**config.mk**
```make
export PLATFORM = sky130hd
export DESIGN_NAME = adpll_lock_detector
export DESIGN_NICKNAME = d
export VERILOG_FILES = /design/src/rtl/adpll_pkg.sv /design/src/rtl/edge_sync_det.sv /design/src/rtl/adpll_lock_detector.sv
export SDC_FILE = /design/constraint.sdc
export NUM_CORES = 1
export LEC_CHECK = 0
export CAP_MARGIN = 5
export CORE_ASPECT_RATIO = 0.9
export CORE_MARGIN = 8
export CORE_UTILIZATION = 47
export DETAILED_ROUTE_END_ITERATION = 10
export DONT_BUFFER_PORTS = 1
export SYNTH_ARGS = -nofsm -noshare
export SYNTH_HDL_FRONTEND = slang
export SYNTH_SLANG_ARGS = --single-unit
export TNS_END_PERCENT = 1
```
**constraint.sdc**
```tcl
create_clock -name clk -period 2.91 [get_ports clk]
set_input_delay 0.4365 -clock clk [delete_from_list [all_inputs] [get_ports clk]]
set_output_delay 0.4365 -clock clk [all_outputs]
set_load 0.01 [all_outputs]
```
**src/rtl/adpll_pkg.sv**
```systemverilog
// rtl/adpll_pkg.sv - shared lock-state encodings and sign-magnitude helper for the 5-bit ADPLL blocks
package adpll_pkg;

   typedef enum logic [1:0] {
      LS_IDLE   = 2'b00,
      LS_ACQ    = 2'b01,
      LS_LOCKED = 2'b10
   } lock_state_t;

   // {sign, magnitude} to two's complement; a negative zero folds to 0
   function automatic logic signed [5:0] sm_to_tc(input logic sign, input logic [4:0] mag);
      logic signed [5:0] m;
      m = signed'({1'b0, mag});
      return sign ? -m : m;
   endfunction

endpackage

```
**src/rtl/edge_sync_det.sv**
```systemverilog
// rtl/edge_sync_det.sv - two-flop synchronizer with registered rising-edge pulse
module edge_sync_det (
   input  logic clk,
   input  logic reset,
   input  logic level,
   output logic rise
);

   logic meta;
   logic sync;
   logic sync_d;

   // Resynchronize the foreign clock and emit one clk-wide pulse per rising edge,
   // three clk cycles after the edge arrives
   always_ff @(posedge clk or negedge reset) begin
      if (!reset) begin
         meta   <= 1'b0;
         sync   <= 1'b0;
         sync_d <= 1'b0;
         rise   <= 1'b0;
      end else begin
         meta   <= level;
         sync   <= meta;
         sync_d <= sync;
         rise   <= sync & ~sync_d;
      end
   end

endmodule

```
**src/rtl/adpll_lock_detector.sv**
```systemverilog
// rtl/adpll_lock_detector.sv - ADPLL lock monitor: filter settling plus ref/fb frequency window
module adpll_lock_detector #(
   parameter int TOL           = 1,
   parameter int LOCK_CYCLES   = 64,
   parameter int UNLOCK_CYCLES = 4,
   parameter int WIN_LOG2      = 4,
   parameter int FREQ_TOL      = 1
) (
   input  logic                clk,
   input  logic                reset,
   input  logic                en,
   input  logic [4:0]          filter_out,
   input  logic                filter_sign,
   input  logic                clk_ref,
   input  logic                fb_clk,
   input  logic                clr_lost,
   output logic                lock,
   output logic [1:0]          lock_state,
   output logic                lost_lock,
   output logic [WIN_LOG2+1:0] freq_diff,
   output logic                freq_valid
);

   import adpll_pkg::*;

   localparam int SW = $clog2(LOCK_CYCLES + 1);
   localparam int BW = $clog2(UNLOCK_CYCLES + 1);
   localparam int FW = WIN_LOG2 + 1;
   localparam int DW = WIN_LOG2 + 2;

   localparam logic [SW-1:0]       STABLE_MAX = SW'(LOCK_CYCLES);
   localparam logic [BW-1:0]       BAD_MAX    = BW'(UNLOCK_CYCLES);
   localparam logic [WIN_LOG2-1:0] REF_LAST   = '1;
   localparam logic [FW-1:0]       FB_MAX     = '1;
   localparam logic [DW-1:0]       WIN_EDGES  = DW'(2 ** WIN_LOG2);
   localparam logic [6:0]          TOL_V      = 7'(TOL);
   localparam logic [DW-1:0]       FTOL_V     = DW'(FREQ_TOL);

   lock_state_t state;
   lock_state_t state_nxt;
   logic        loss;

   logic ref_rise;
   logic fb_rise;

   logic signed [5:0] v;
   logic signed [5:0] v_prev;
   logic              prev_valid;
   logic [6:0]        delta;
   logic [6:0]        delta_mag;
   logic              stable;

   logic [SW-1:0] stable_cnt;
   logic [BW-1:0] bad_cnt;

   logic [WIN_LOG2-1:0] ref_cnt;
   logic [FW-1:0]       fb_cnt;
   logic [FW-1:0]       fb_incl;
   logic                win_done;
   logic [DW-1:0]       diff_new;
   logic [DW-1:0]       diff_mag;
   logic                ok_fresh;
   logic                freq_ok;
   logic                freq_ok_eff;

   edge_sync_det u_ref_sync (
      .clk   (clk),
      .reset (reset),
      .level (clk_ref),
      .rise  (ref_rise)
   );

   edge_sync_det u_fb_sync (
      .clk   (clk),
      .reset (reset),
      .level (fb_clk),
      .rise  (fb_rise)
   );

   // Filter step size between consecutive samples (7 bits cannot overflow for -31..31)
   assign v         = sm_to_tc(filter_sign, filter_out);
   assign delta     = {v[5], v} - {v_prev[5], v_prev};
   assign delta_mag = delta[6] ? (~delta + 7'd1) : delta;
   assign stable    = prev_valid && (delta_mag <= TOL_V);

   // Window closure: an fb edge coinciding with the closing ref edge still counts
   assign fb_incl     = (fb_rise && (fb_cnt != FB_MAX)) ? fb_cnt + 1'b1 : fb_cnt;
   assign win_done    = en && ref_rise && (ref_cnt == REF_LAST);
   assign diff_new    = {1'b0, fb_incl} - WIN_EDGES;
   assign diff_mag    = diff_new[DW-1] ? (~diff_new + 1'b1) : diff_new;
   assign ok_fresh    = (diff_mag <= FTOL_V);
   assign freq_ok_eff = win_done ? ok_fresh : freq_ok;

   // Outputs decode straight from the state register
   assign lock       = (state == LS_LOCKED);
   assign lock_state = state;

   // State register
   always_ff @(posedge clk or negedge reset) begin
      if (!reset) begin
         state <= LS_IDLE;
      end else begin
         state <= state_nxt;
      end
   end

   // Next-state and loss-event decode; a window closing this cycle decides with its fresh result
   always_comb begin
      state_nxt = state;
      loss      = 1'b0;
      if (!en) begin
         state_nxt = LS_IDLE;
      end else begin
         case (state)
            LS_IDLE: begin
               state_nxt = LS_ACQ;
            end
            LS_ACQ: begin
               if ((stable_cnt == STABLE_MAX) && freq_ok_eff) begin
                  state_nxt = LS_LOCKED;
               end
            end
            LS_LOCKED: begin
               if ((bad_cnt == BAD_MAX) || (win_done && !ok_fresh)) begin
                  state_nxt = LS_ACQ;
                  loss      = 1'b1;
               end
            end
            default: begin
               state_nxt = LS_IDLE;
            end
         endcase
      end
   end

   // Previous-sample register; the validity flag keeps the first sample after IDLE unstable
   always_ff @(posedge clk or negedge reset) begin
      if (!reset) begin
         v_prev     <= '0;
         prev_valid <= 1'b0;
      end else begin
         v_prev     <= v;
         prev_valid <= en;
      end
   end

   // Saturating runs of stable and unstable samples
   always_ff @(posedge clk or negedge reset) begin
      if (!reset) begin
         stable_cnt <= '0;
         bad_cnt    <= '0;
      end else if (!en) begin
         stable_cnt <= '0;
         bad_cnt    <= '0;
      end else begin
         if (loss || !stable) begin
            stable_cnt <= '0;
         end else if (stable_cnt != STABLE_MAX) begin
            stable_cnt <= stable_cnt + 1'b1;
         end
         if (stable) begin
            bad_cnt <= '0;
         end else if (bad_cnt != BAD_MAX) begin
            bad_cnt <= bad_cnt + 1'b1;
         end
      end
   end

   // Frequency window: count edges, publish the fb surplus when the window closes
   always_ff @(posedge clk or negedge reset) begin
      if (!reset) begin
         ref_cnt    <= '0;
         fb_cnt     <= '0;
         freq_ok    <= 1'b0;
         freq_diff  <= '0;
         freq_valid <= 1'b0;
      end else if (!en) begin
         ref_cnt    <= '0;
         fb_cnt     <= '0;
         freq_ok    <= 1'b0;
         freq_valid <= 1'b0;
      end else begin
         freq_valid <= win_done;
         if (win_done) begin
            freq_diff <= diff_new;
            freq_ok   <= ok_fresh;
            ref_cnt   <= '0;
            fb_cnt    <= '0;
         end else begin
            if (ref_rise) begin
               ref_cnt <= ref_cnt + 1'b1;
            end
            fb_cnt <= fb_incl;
         end
      end
   end

   // Sticky loss flag; a loss in the same cycle as a clear wins
   always_ff @(posedge clk or negedge reset) begin
      if (!reset) begin
         lost_lock <= 1'b0;
      end else if (loss) begin
         lost_lock <= 1'b1;
      end else if (clr_lost) begin
         lost_lock <= 1'b0;
      end
   end

endmodule

```
======== After elaboration in Yosys (flattened, before gate mapping) ========
Index checks and enable logic that the tools add are counted.
cells by class
  order comparisons ....................... 2
  bitwise logic cells ..................... 6
  reduce and logical (&&, ||, !) cells .... 14
  eq/ne operators ......................... 13
  add/subtract/negate cells ............... 9
  multiplexer cells ....................... 27
  multipliers ............................. 0
  div/mod/pow operators ................... 0
  shifts and indexed selects .............. 0
operators with widths
  kind                                                    number
  two-way mux 7 bit                                       4
  two-way mux 5 bit                                       3
  adder 7 x 1 -> 7 bit (second input constant)            2
  two-way mux 4 bit                                       3
  two-way mux 6 bit                                       2
  two-way mux 3 bit                                       3
  inequality test 3 x 1 -> 1 bit (second input constant)  3
  two-way mux 1 bit                                       8
  == test 7 bit (second input constant)                   1
  <= comparator 7 x 1 -> 1 bit (second input constant)    1
  inequality test 7 bit (second input constant)           1
  inverter 7 bit                                          1
  subtractor 6 x 6 -> 7 bit                               1
  adder 6 x 1 -> 6 bit (second input constant)            1
  <= comparator 6 x 1 -> 1 bit (second input constant)    1
  logical AND 1 bit                                       6
  two-way mux 2 bit                                       3
  inequality test 3 bit (second input constant)           2
  negation 5 -> 6 bit                                     1
  inverter 6 bit                                          1
  case mux 2 bit (3 select lines)                         1
  subtractor 5 x 5 -> 6 bit (second input constant)       1
  adder 5 x 1 -> 5 bit (second input constant)            1
  inequality test 5 bit (second input constant)           1
  other kinds (14)                                        19
word-level totals
  output and inout port bits .............. 11
  memories kept ........................... 0
  input port bits ......................... 12
  flip-flop bits (word level) ............. 45
  memory bits (read-only) ................. 0
  bits in writable memories ............... 0
  latch bits .............................. 0

======== Longest topological paths before layout ========
Gate-level depths: netlist of the first run.
  word-level depth ........................ 17
  gate-level depth with buffers ........... 14

======== Hierarchy ========
Synthesis of the first run repeated with hierarchy kept, for this count alone.
unflattened totals
  cell total of the unflattened synthesis .. 232
  area total of the unflattened synthesis .. 2384.8 um^2
modules (own cells, without submodules)
  module               times used  sequential area each (um^2)  area each (um^2)  cells each
  adpll_lock_detector  1           900.9                        2157.1            222
  edge_sync_det        2           100.1                        113.9             5

======== Worst setup path after synthesis of the first run ========
Ideal clock, no wire load.
  path kind ............................... input to register
  from .................................... in filter_out[0]
  to ...................................... reg stable_cnt[1]
  arrival time ............................ 2.967 ns
  required time ........................... 2.813 ns
  path slack .............................. -0.154 ns
  stages .................................. 14
  path buffers ............................ 1
  cells stage by stage .................... inv_1 ha_1 nand2_1 o21ai_0 inv_1 fa_1 nand2b_1 a21oi_1 nand2_1 a22o_1 a2111o_1 a211o_1 buf_6 nor4_4
on the way
  word-level cells in the longest chain between the ends .. 12
ends and longest elaborated chain
  element                           RTL line                    source
  from (decl)                       adpll_lock_detector.sv:12   input logic [4:0] filter_out,
  negation 5 -> 6 bit (*)           adpll_pkg.sv:14             return sign ? -m : m;
  two-way mux 6 bit (*)             adpll_pkg.sv:14
  via v[1]                          adpll_lock_detector.sv:46   logic signed [5:0] v;
  subtractor 6 x 6 -> 7 bit (*)     adpll_lock_detector.sv:82   assign delta = {v[5], v} - {v_prev[5], v_prev};
  inverter 7 bit                    adpll_lock_detector.sv:83   assign delta_mag = delta[6] ? (~delta + 7'd1) : delta;
  adder 7 x 1 -> 7 bit              adpll_lock_detector.sv:83
  two-way mux 7 bit (*)             adpll_lock_detector.sv:83
  <= comparator 7 x 1 -> 1 bit (*)  adpll_lock_detector.sv:84   assign stable = prev_valid && (delta_mag <= TOL_V);
  logical AND 1 bit (*)             adpll_lock_detector.sv:84
  zero test 1 bit (*)               adpll_lock_detector.sv:156  if (loss || !stable) begin
  logical OR 1 bit (*)              adpll_lock_detector.sv:156
  two-way mux 7 bit                 adpll_lock_detector.sv:156
  two-way mux 7 bit                 adpll_lock_detector.sv:152  end else if (!en) begin
  to (signal assigned)              adpll_lock_detector.sv:159  stable_cnt <= stable_cnt + 1'b1;
  to (decl)                         adpll_lock_detector.sv:53   logic [SW-1:0] stable_cnt;
Mark *: on every way through the listed nets, which the timed path passes. The rest lies on a longest branch.
A chain may end at the register's enable or synchronous reset.

======== Final worst setup path of the first run ========
  from .................................... in filter_out[1]
  to ...................................... reg stable_cnt[3]
The elaborated chain is that of the path after synthesis.

==> results.txt, run 1 <==
The run finished with clean final reports. Buffers placed on the I/O ports in this run total 0. The clock root buffer is sky130_fd_sc_hd__clkbuf_8. The clock tree from TritonCTS is yes. For this run, the register share of the synthesized area comes to 0.462. The critical path is of the in2reg type. The clock-pin transition on the worst setup and hold timing paths is 80 ps.

The routability-driven placement congestion ratio came out at 0.781. The number of sinks handled by clock tree synthesis is 44. Summed over all layers, the routed wires come to 4.73 mm.

The final period utilization came out at 0.955. STA puts the critical path data required time at 3110 ps. The region available for standard cell placement spans 4860 sq um.

For this configuration, the core starts out at a cell density of 0.490. The synthesized area per cell is 10.2 sq um. Dividing total power by cell area gives a power density of approximately 530 nW/um^2. The signal on the critical path passes through or3_1, o31a_1, ha_4, inv_1, a221oi_2, o311ai_4, a2111o_1, a211o_4, nor4_2.

The total chip power is 1.52 mW. In this run the horizontal extent of the chip is 91.1 um. The DRC violations left is 0.

sky130_fd_sc_hd__dfrtp_1 takes more of the synthesized area than any other cell. The leakage power summed over all cells came out at 1.30 nW. The number of global-route vias before repair is 1765. The growth of design area from synthesis to finish came out at 21.6%. Of all nets on the critical path, the largest fanout is 10. Yosys mapped the design onto 49 distinct sky130hd cell types.

The final antenna-violating net count is 0. The number of enable-type register cells in the synthesized netlist came out at 0. The number of placement rows came out at 24. The maximum frequency from static timing analysis is between 300 and 400 MHz.

The y dimension of the die came out at 83.6 um. The arrival time of the worst setup path came out at 2980 ps. The fraction of final layout cells with drive strength greater than 1 is 0.220. The top-area cell type share of the netlist area is 0.462. The number of primary I/O pins is 23.

Entering global routing, the biggest net connects 45 pins. The slew of the pin with the lowest slew margin came out at 514 ps. The number of synthesized register bits came out at between 40 and 50.

The slowest stage of the critical path is the sky130_fd_sc_hd__a211o_4 cell. The worst vdd rail ir drop came out at approximately 0.00035 V. After synthesis, the most frequently instantiated cells are sky130_fd_sc_hd__dfrtp_1, sky130_fd_sc_hd__nand2_1, sky130_fd_sc_hd__ha_1, sky130_fd_sc_hd__nor2_1, sky130_fd_sc_hd__inv_1. Setup violations remaining at the end of the flow were counted as 0.

The total via count in the routed design is 1725. The remaining global-route overflow is 0. Across all hold checks on the routed design, the worst slack comes to 171 ps. The time the worst path needs with I/O delays and setup came out at 2780 ps. The most common flop cell mapped by yosys is sky130_fd_sc_hd__dfrtp_1. The worst setup path is launched from an input port. The netlist area before placement is ~2400 sq um. The async set-reset flop share out of synthesis came out at 1.00. The area of the die is 7610 sq um. The most common cell in the synthesized netlist is sky130_fd_sc_hd__dfrtp_1. The first global-routing pass estimated between 8 and 9 mm of wire. TritonCTS created 5 clock buffers. The routed via count divided by cell count came out at 5.24.

Across every metal layer, demand over resource in global routing totals 0.130. The number of buffers on the longest clock path came out at 2. Measured against its own limit, the worst slew margin works out to 0.656.

The repair_antennas step left the layout with diodes totalling 0. The wire length per cell came out at 14.4 um. The max-slew violation total from the final report is 0. The initial antenna violation count was 0. Yosys printed 0 warnings. The clock arrives with 5.65 ps of skew. The min-delay analysis places its worst path in the category in2reg. The first detailed-routing pass took 6 iterations.

The maximum level of the CTS H-tree came out at 2. The net count of the mapped netlist came out at 263. Counting every instance in the synthesized netlist gives 234. The half-perimeter wire length after placement is 3.36 mm. The insertion delay of the later-clocked pin in the worst-skew pair is approximately 290 ps. The final-stage net count came out at a little under 300.

Setup repair after global routing could not meet its margin everywhere. Sorting the synthesized cells by area gives the leading types as sky130_fd_sc_hd__dfrtp_1, sky130_fd_sc_hd__ha_1, sky130_fd_sc_hd__nand2_1, sky130_fd_sc_hd__xnor2_1, sky130_fd_sc_hd__xor2_1. The total count of hold-check failures in the final report was 0. The max-capacitance violation count is 0. The first routing iteration left 58 violations. The worst setup path is captured at a register.

On the worst path, the slowest cell contributes a delay of 410 ps.
## final timing paths
path / startpoint / to / slack [ps] / depth (start not counted)
min in group asynchronous: reset / lost_lock / 660 / 2
hold / removal: en / prev_valid / 170 / 0
hold reg to reg: u_fb_sync.meta / u_fb_sync.sync / 360 / 0
setup reg to reg: fb_cnt[1] / lost_lock / 160 / 11
setup / recovery: filter_out[1] / stable_cnt[3] / 130 / 9
max in group asynchronous: reset / v_prev[3] / 2050 / 2
## cell families (layout without fill, tap and decap cells)
kind of cell,count (synthesis),count (layout),synth area share
flip-flops,44,44,0.462
AO/OA/AOI/OAI,39,39,0.115
multiplexers,5,5,0.0220
XOR/XNOR,18,18,0.0661
AND/OR/NAND/NOR,90,90,0.204
adder cells (fa/ha/maj),17,17,0.0924
buffers and inverters,21,51,0.0383
## critical path, delay by kind of cell
family,cells,cell delay [ps]
adders and majority gates,1,300
buffers and inverters,1,70
and+or+nand+nor,2,640
AOI/OAI and AO/OA,5,1530
## sequential cells by signal (all words and copies together) (netlist names), 2 cells and up
| signal | count |
|---|---|
| bad_cnt | 3 |
| ref_cnt | 4 |
| freq_diff | 5 |
| fb_cnt | 5 |
| v_prev | 6 |
| stable_cnt | 7 |
| lock_state | 2 |
## cell type report
type	count	area [sq um]
sequential	44	1100
fill	405	1970
multi-input combinational	169	1320
timing repair buffer	27	225
inverter	16	60.1
clock buffer	6	72.6
tap	65	81.3
clock inverter	2	35.0
## through the flow
stage	utilization	setup TNS (ps)	cells	instance area, sq um	worst slack [ps]
final	0.596	0	329	2900	130
after CTS	0.583	-6.62	327	2840	-6.62
after floorplan	-	-51.2	234	2450	-13.5
after detailed placement	0.549	-2190	317	2670	-255
after global routing	0.596	-12.3	329	2900	-12.2
after global placement	0.549	-1600	317	2670	-181
## per-layer routing
metal,up-vias,wire [um],GRT usage
li1,877,-,-
met1,823,2360,0.166
met2,23,2090,0.205
met3,2,246,0.0486
met4,0,23,0.0267
met5,-,0,0
## what timing repair did
action                     CTS  global route
hold buffers                 2             0
pin swaps                    3             9
setup endpoints to repair    8            13
resized for setup            3             9
setup buffers                0             2
hold endpoints to repair    44             0
## where the power goes
part	internal, mW	leakage [nW]	switching [mW]	total (mW)
registers	0.640	0.576	0.0199	0.660
clock network	0.255	0.0552	0.201	0.456
logic	0.207	0.668	0.202	0.408
total	1.10	1.30	0.422	1.52
## placed cells by master, fill, tap and decap left out, types with 3 or more instances in the layout
cell | synthesis | routed
sky130_fd_sc_hd__dfrtp_1 | 44 | 44
sky130_fd_sc_hd__buf_4 | 1 | 25
sky130_fd_sc_hd__nand2_1 | 25 | 24
sky130_fd_sc_hd__nor2_1 | 16 | 16
sky130_fd_sc_hd__inv_1 | 15 | 13
sky130_fd_sc_hd__ha_1 | 16 | 12
sky130_fd_sc_hd__nand3_1 | 11 | 10
sky130_fd_sc_hd__xor2_1 | 9 | 8
sky130_fd_sc_hd__xnor2_1 | 9 | 8
sky130_fd_sc_hd__o21ai_0 | 9 | 8
sky130_fd_sc_hd__a21oi_1 | 8 | 7
sky130_fd_sc_hd__nor2b_1 | 6 | 6
sky130_fd_sc_hd__and3_1 | 5 | 5
sky130_fd_sc_hd__clkbuf_8 | 0 | 5
sky130_fd_sc_hd__nand3b_1 | 4 | 4
sky130_fd_sc_hd__or3_1 | 3 | 3
sky130_fd_sc_hd__nand4_1 | 3 | 3
sky130_fd_sc_hd__o21a_1 | 3 | 3
sky130_fd_sc_hd__o211ai_1 | 3 | 3
sky130_fd_sc_hd__nor3_1 | 4 | 3
sky130_fd_sc_hd__nor4_2 | 3 | 3
Note: power is estimated with default switching activity, not from simulation.
==> run 2, diff against run 1 <==
CTS_CLUSTER_SIZE = 25   (was not set)
==> results of run 2 <==
Same layout as run 1: the final DEF is identical, and so are final timing and power.
==> run 3, diff against run 2 <==
CELL_PAD_IN_SITES_DETAIL_PLACEMENT = 2   (was not set)
CELL_PAD_IN_SITES_GLOBAL_PLACEMENT = 2   (was not set)
CORE_UTILIZATION = 37   (was 47)
PLACE_DENSITY_LB_ADDON = 0.1   (was not set)
==> results.txt, run 3 (synthesized netlist as in run 1, its figures left out) <==
The number of cells traversed by the worst hold path is 0 (unchanged). The final-stage net count came out at 293 (was 292). The half-perimeter wire length after placement is 4.72 mm (was 3.36 mm). The switching power came out at 0.467 mW (was 0.422 mW). The max-slew violation total from the final report is 0 (unchanged).

The initial antenna violation count came out at 0 (unchanged). The arrival time of the worst setup path is 3030 ps (was 2980 ps). The type of the setup path with the least slack is reg2reg (was in2reg). The maximum level of the CTS H-tree is 2 (unchanged). The number of buffers inserted by port buffering is 0 (unchanged). The pre-CTS setup slack is -325 ps (was -255 ps). The number of sinks handled by clock tree synthesis is 44 (unchanged).

The initial standard-cell utilization of the core came out at 0.386 (was 0.490). The register containing the most flip-flops in the final layout was stable_cnt (unchanged). The DRC violation total after the first TritonRoute iteration came out at 30 (was 58). The number of primary I/O pins came out at 23 (unchanged).

The number of antenna diodes came out at 0 (unchanged). The fraction of final layout cells with drive strength greater than 1 came out at 0.234 (was 0.220). The DRC violations left was 0 (unchanged).

The fraction of the core area covered by cells at the end of the flow was 0.478 (was 0.596). The floorplan die width is 101 um (was 91.1 um). The total via count in the routed design was 1833 (was 1725). The final period utilization is 0.974 (was 0.955). The first-pass GRT wire length came out at 10.6 mm (was 8.28 mm).

The routed via count divided by cell count is 5.21 (was 5.24). The normalized max-slew margin came out at 0.645 (was 0.656). The proportion of power drawn by the clock network is 0.311 (was 0.299).

The maximum frequency from static timing analysis came to 353 MHz (was 360 MHz). The type of the most critical hold path was in2reg (unchanged). The final hold slack came out at 151 ps (was 171 ps). The post-route worst setup slack is 74.5 ps (was 130 ps).

The largest net degree at the start of global routing came out at 45 (unchanged). The worst path required time was 3100 ps (was 3110 ps). The internal power is 1.09 mW (was 1.10 mW). The detailed-router iteration count before antenna repair is 4 (was 6). Unrepaired setup endpoints after global routing: yes (unchanged). The clock root buffer is sky130_fd_sc_hd__clkbuf_8 (unchanged). Outcome: completed (unchanged). The flip-flop count of the largest register after layout is 7 (unchanged). The share of total power in sequential cells is 0.424 (was 0.433). The slew of the pin with the lowest slew margin was 532 ps (was 514 ps). The y dimension of the die came out at 92.1 um (was 83.6 um). The core footprint was 6180 sq um (was 4860 sq um).

The final antenna-violating net count came out at 0 (unchanged). Registers with the most flip-flops: stable_cnt: 7 flops, v_prev: 6 flops (unchanged). The total of endpoints with negative setup slack in the final report came out at 0 (unchanged). The insertion delay of the later-clocked pin in the worst-skew pair came out at 300 ps (was 290 ps). Highest-count cells in the layout ignoring fill and taps: sky130_fd_sc_hd__dfrtp_1, sky130_fd_sc_hd__buf_4, sky130_fd_sc_hd__nand2_1 (unchanged). The clock tree from TritonCTS is yes (unchanged). The worst reg-to-reg path cell count is 10 (was 11). The clock tree skew after final layout was 9.17 ps (was 5.65 ps). The clock-pin transition on the worst setup and hold timing paths is 90 ps (was 80 ps). The power density relative to cell area is 528 nW/um^2 (was 526 nW/um^2).

The growth of design area from synthesis to finish was 23.9% (was 21.6%). The wire length per cell is 17.9 um (was 14.4 um). The worst vdd rail ir drop is 0.000243 V (was 0.000355 V).

The type of origin of the critical path is a register (was input port). The number of buffers created by CTS is 5 (unchanged). The fraction of power spent switching nets is 0.300 (was 0.277).

The leading cell type in the layout, fill and taps excluded is sky130_fd_sc_hd__dfrtp_1 (unchanged). The area of the die is 9270 sq um (was 7610 sq um). The total length of routed wires came out at 6.30 mm (was 4.73 mm).

The global router's overall resource usage is 0.143 (was 0.130). The number of placement rows came out at 27 (was 24). The number of buffers on the longest clock path came out at 2 (unchanged).

The leakage power summed over all cells came to 1.30 nW (about the same). The kind of end point of the critical path is a register (unchanged). The max-capacitance violation count is 0 (unchanged). The remaining global-route overflow is 0 (unchanged).

The time the worst path needs with I/O delays and setup came out at 2840 ps (was 2780 ps). The routability-driven placement congestion ratio is 0.822 (was 0.781). The part of the total power dissipated in combinational logic is 0.265 (was 0.268).

The critical-path maximum fanout is 8 (was 10). The total count of hold-check failures in the final report is 0 (unchanged). The number of global-route vias before repair came out at 2120 (was 1765).
## run 3: stage by stage
| stage | instance area [sq um] | instances | setup TNS [ps] | total power [mW] |
|---|---|---|---|---|
| after CTS | 2900 | 350 | 0 | 1.56 |
| after global placement | 2690 | 338 | -1780 | 1.00 |
| final | 2950 | 352 | 0 | 1.56 |
| after detailed placement | 2690 | 338 | -3290 | 1.04 |
| after global routing | 2950 | 352 | -124 | 1.64 |
| after floorplan | 2450 | 234 | -51.2 | 0.911 |
## run 3: power groups by stage
| stage | Combinational, mW | Sequential, mW | Clock [mW] |
|---|---|---|---|
| 2_1_floorplan | 0.243 | 0.668 | 0 |
| 3_3_place_gp | 0.331 | 0.671 | 0 |
| 3_5_place_dp | 0.365 | 0.673 | 0 |
| 4_1_cts | 0.395 | 0.662 | 0.504 |
| 5_1_grt | 0.460 | 0.665 | 0.519 |
| 6_report | 0.413 | 0.661 | 0.485 |
## run 3: critical path, stage by stage, from the launching register on
cell	delay (ps)
sky130_fd_sc_hd__dfrtp_1	400
sky130_fd_sc_hd__ha_2	190
sky130_fd_sc_hd__and3_4	190
sky130_fd_sc_hd__ha_4	160
sky130_fd_sc_hd__nor2b_4	140
sky130_fd_sc_hd__mux2i_2	270
sky130_fd_sc_hd__ha_1	270
sky130_fd_sc_hd__or4_4	530
sky130_fd_sc_hd__nand4_1	160
sky130_fd_sc_hd__nand3_4	180
sky130_fd_sc_hd__a22o_1	230
## run 3: worst paths after layout
check	from	end	slack, ps
max	fb_cnt[1]	lost_lock	70
max reg2reg	fb_cnt[1]	lost_lock	70
min reg2reg	u_fb_sync.meta	u_fb_sync.sync	360
min in group asynchronous	reset	v_prev[5]	630
max in group asynchronous	reset	u_fb_sync.sync	2070
min	clk_ref	u_ref_sync.meta	150
## run 3: layer usage
metal | GRT usage | part of all wire
met2 | 0.267 | 0.53
met4 | 0.0453 | 0.013
met1 | 0.157 | 0.43
met3 | 0.0295 | 0.023
met5 | 0 | 0
## run 3: timing repair
action,in CTS,in global routing
hold buffers,2,0
hold endpoints to repair,44,0
setup buffers,2,1
pin swaps,6,7
gates cloned,0,1
setup endpoints to repair,11,12
resized for setup,9,6
## run 3: area by class of cell
cell class,count,area [sq um]
tap,87,109
inverter,16,60.1
fill,633,3230
timing repair buffer,27,225
multi-input combinational,170,1340
sequential,44,1100
clock buffer,5,68.8
clock inverter,3,47.5
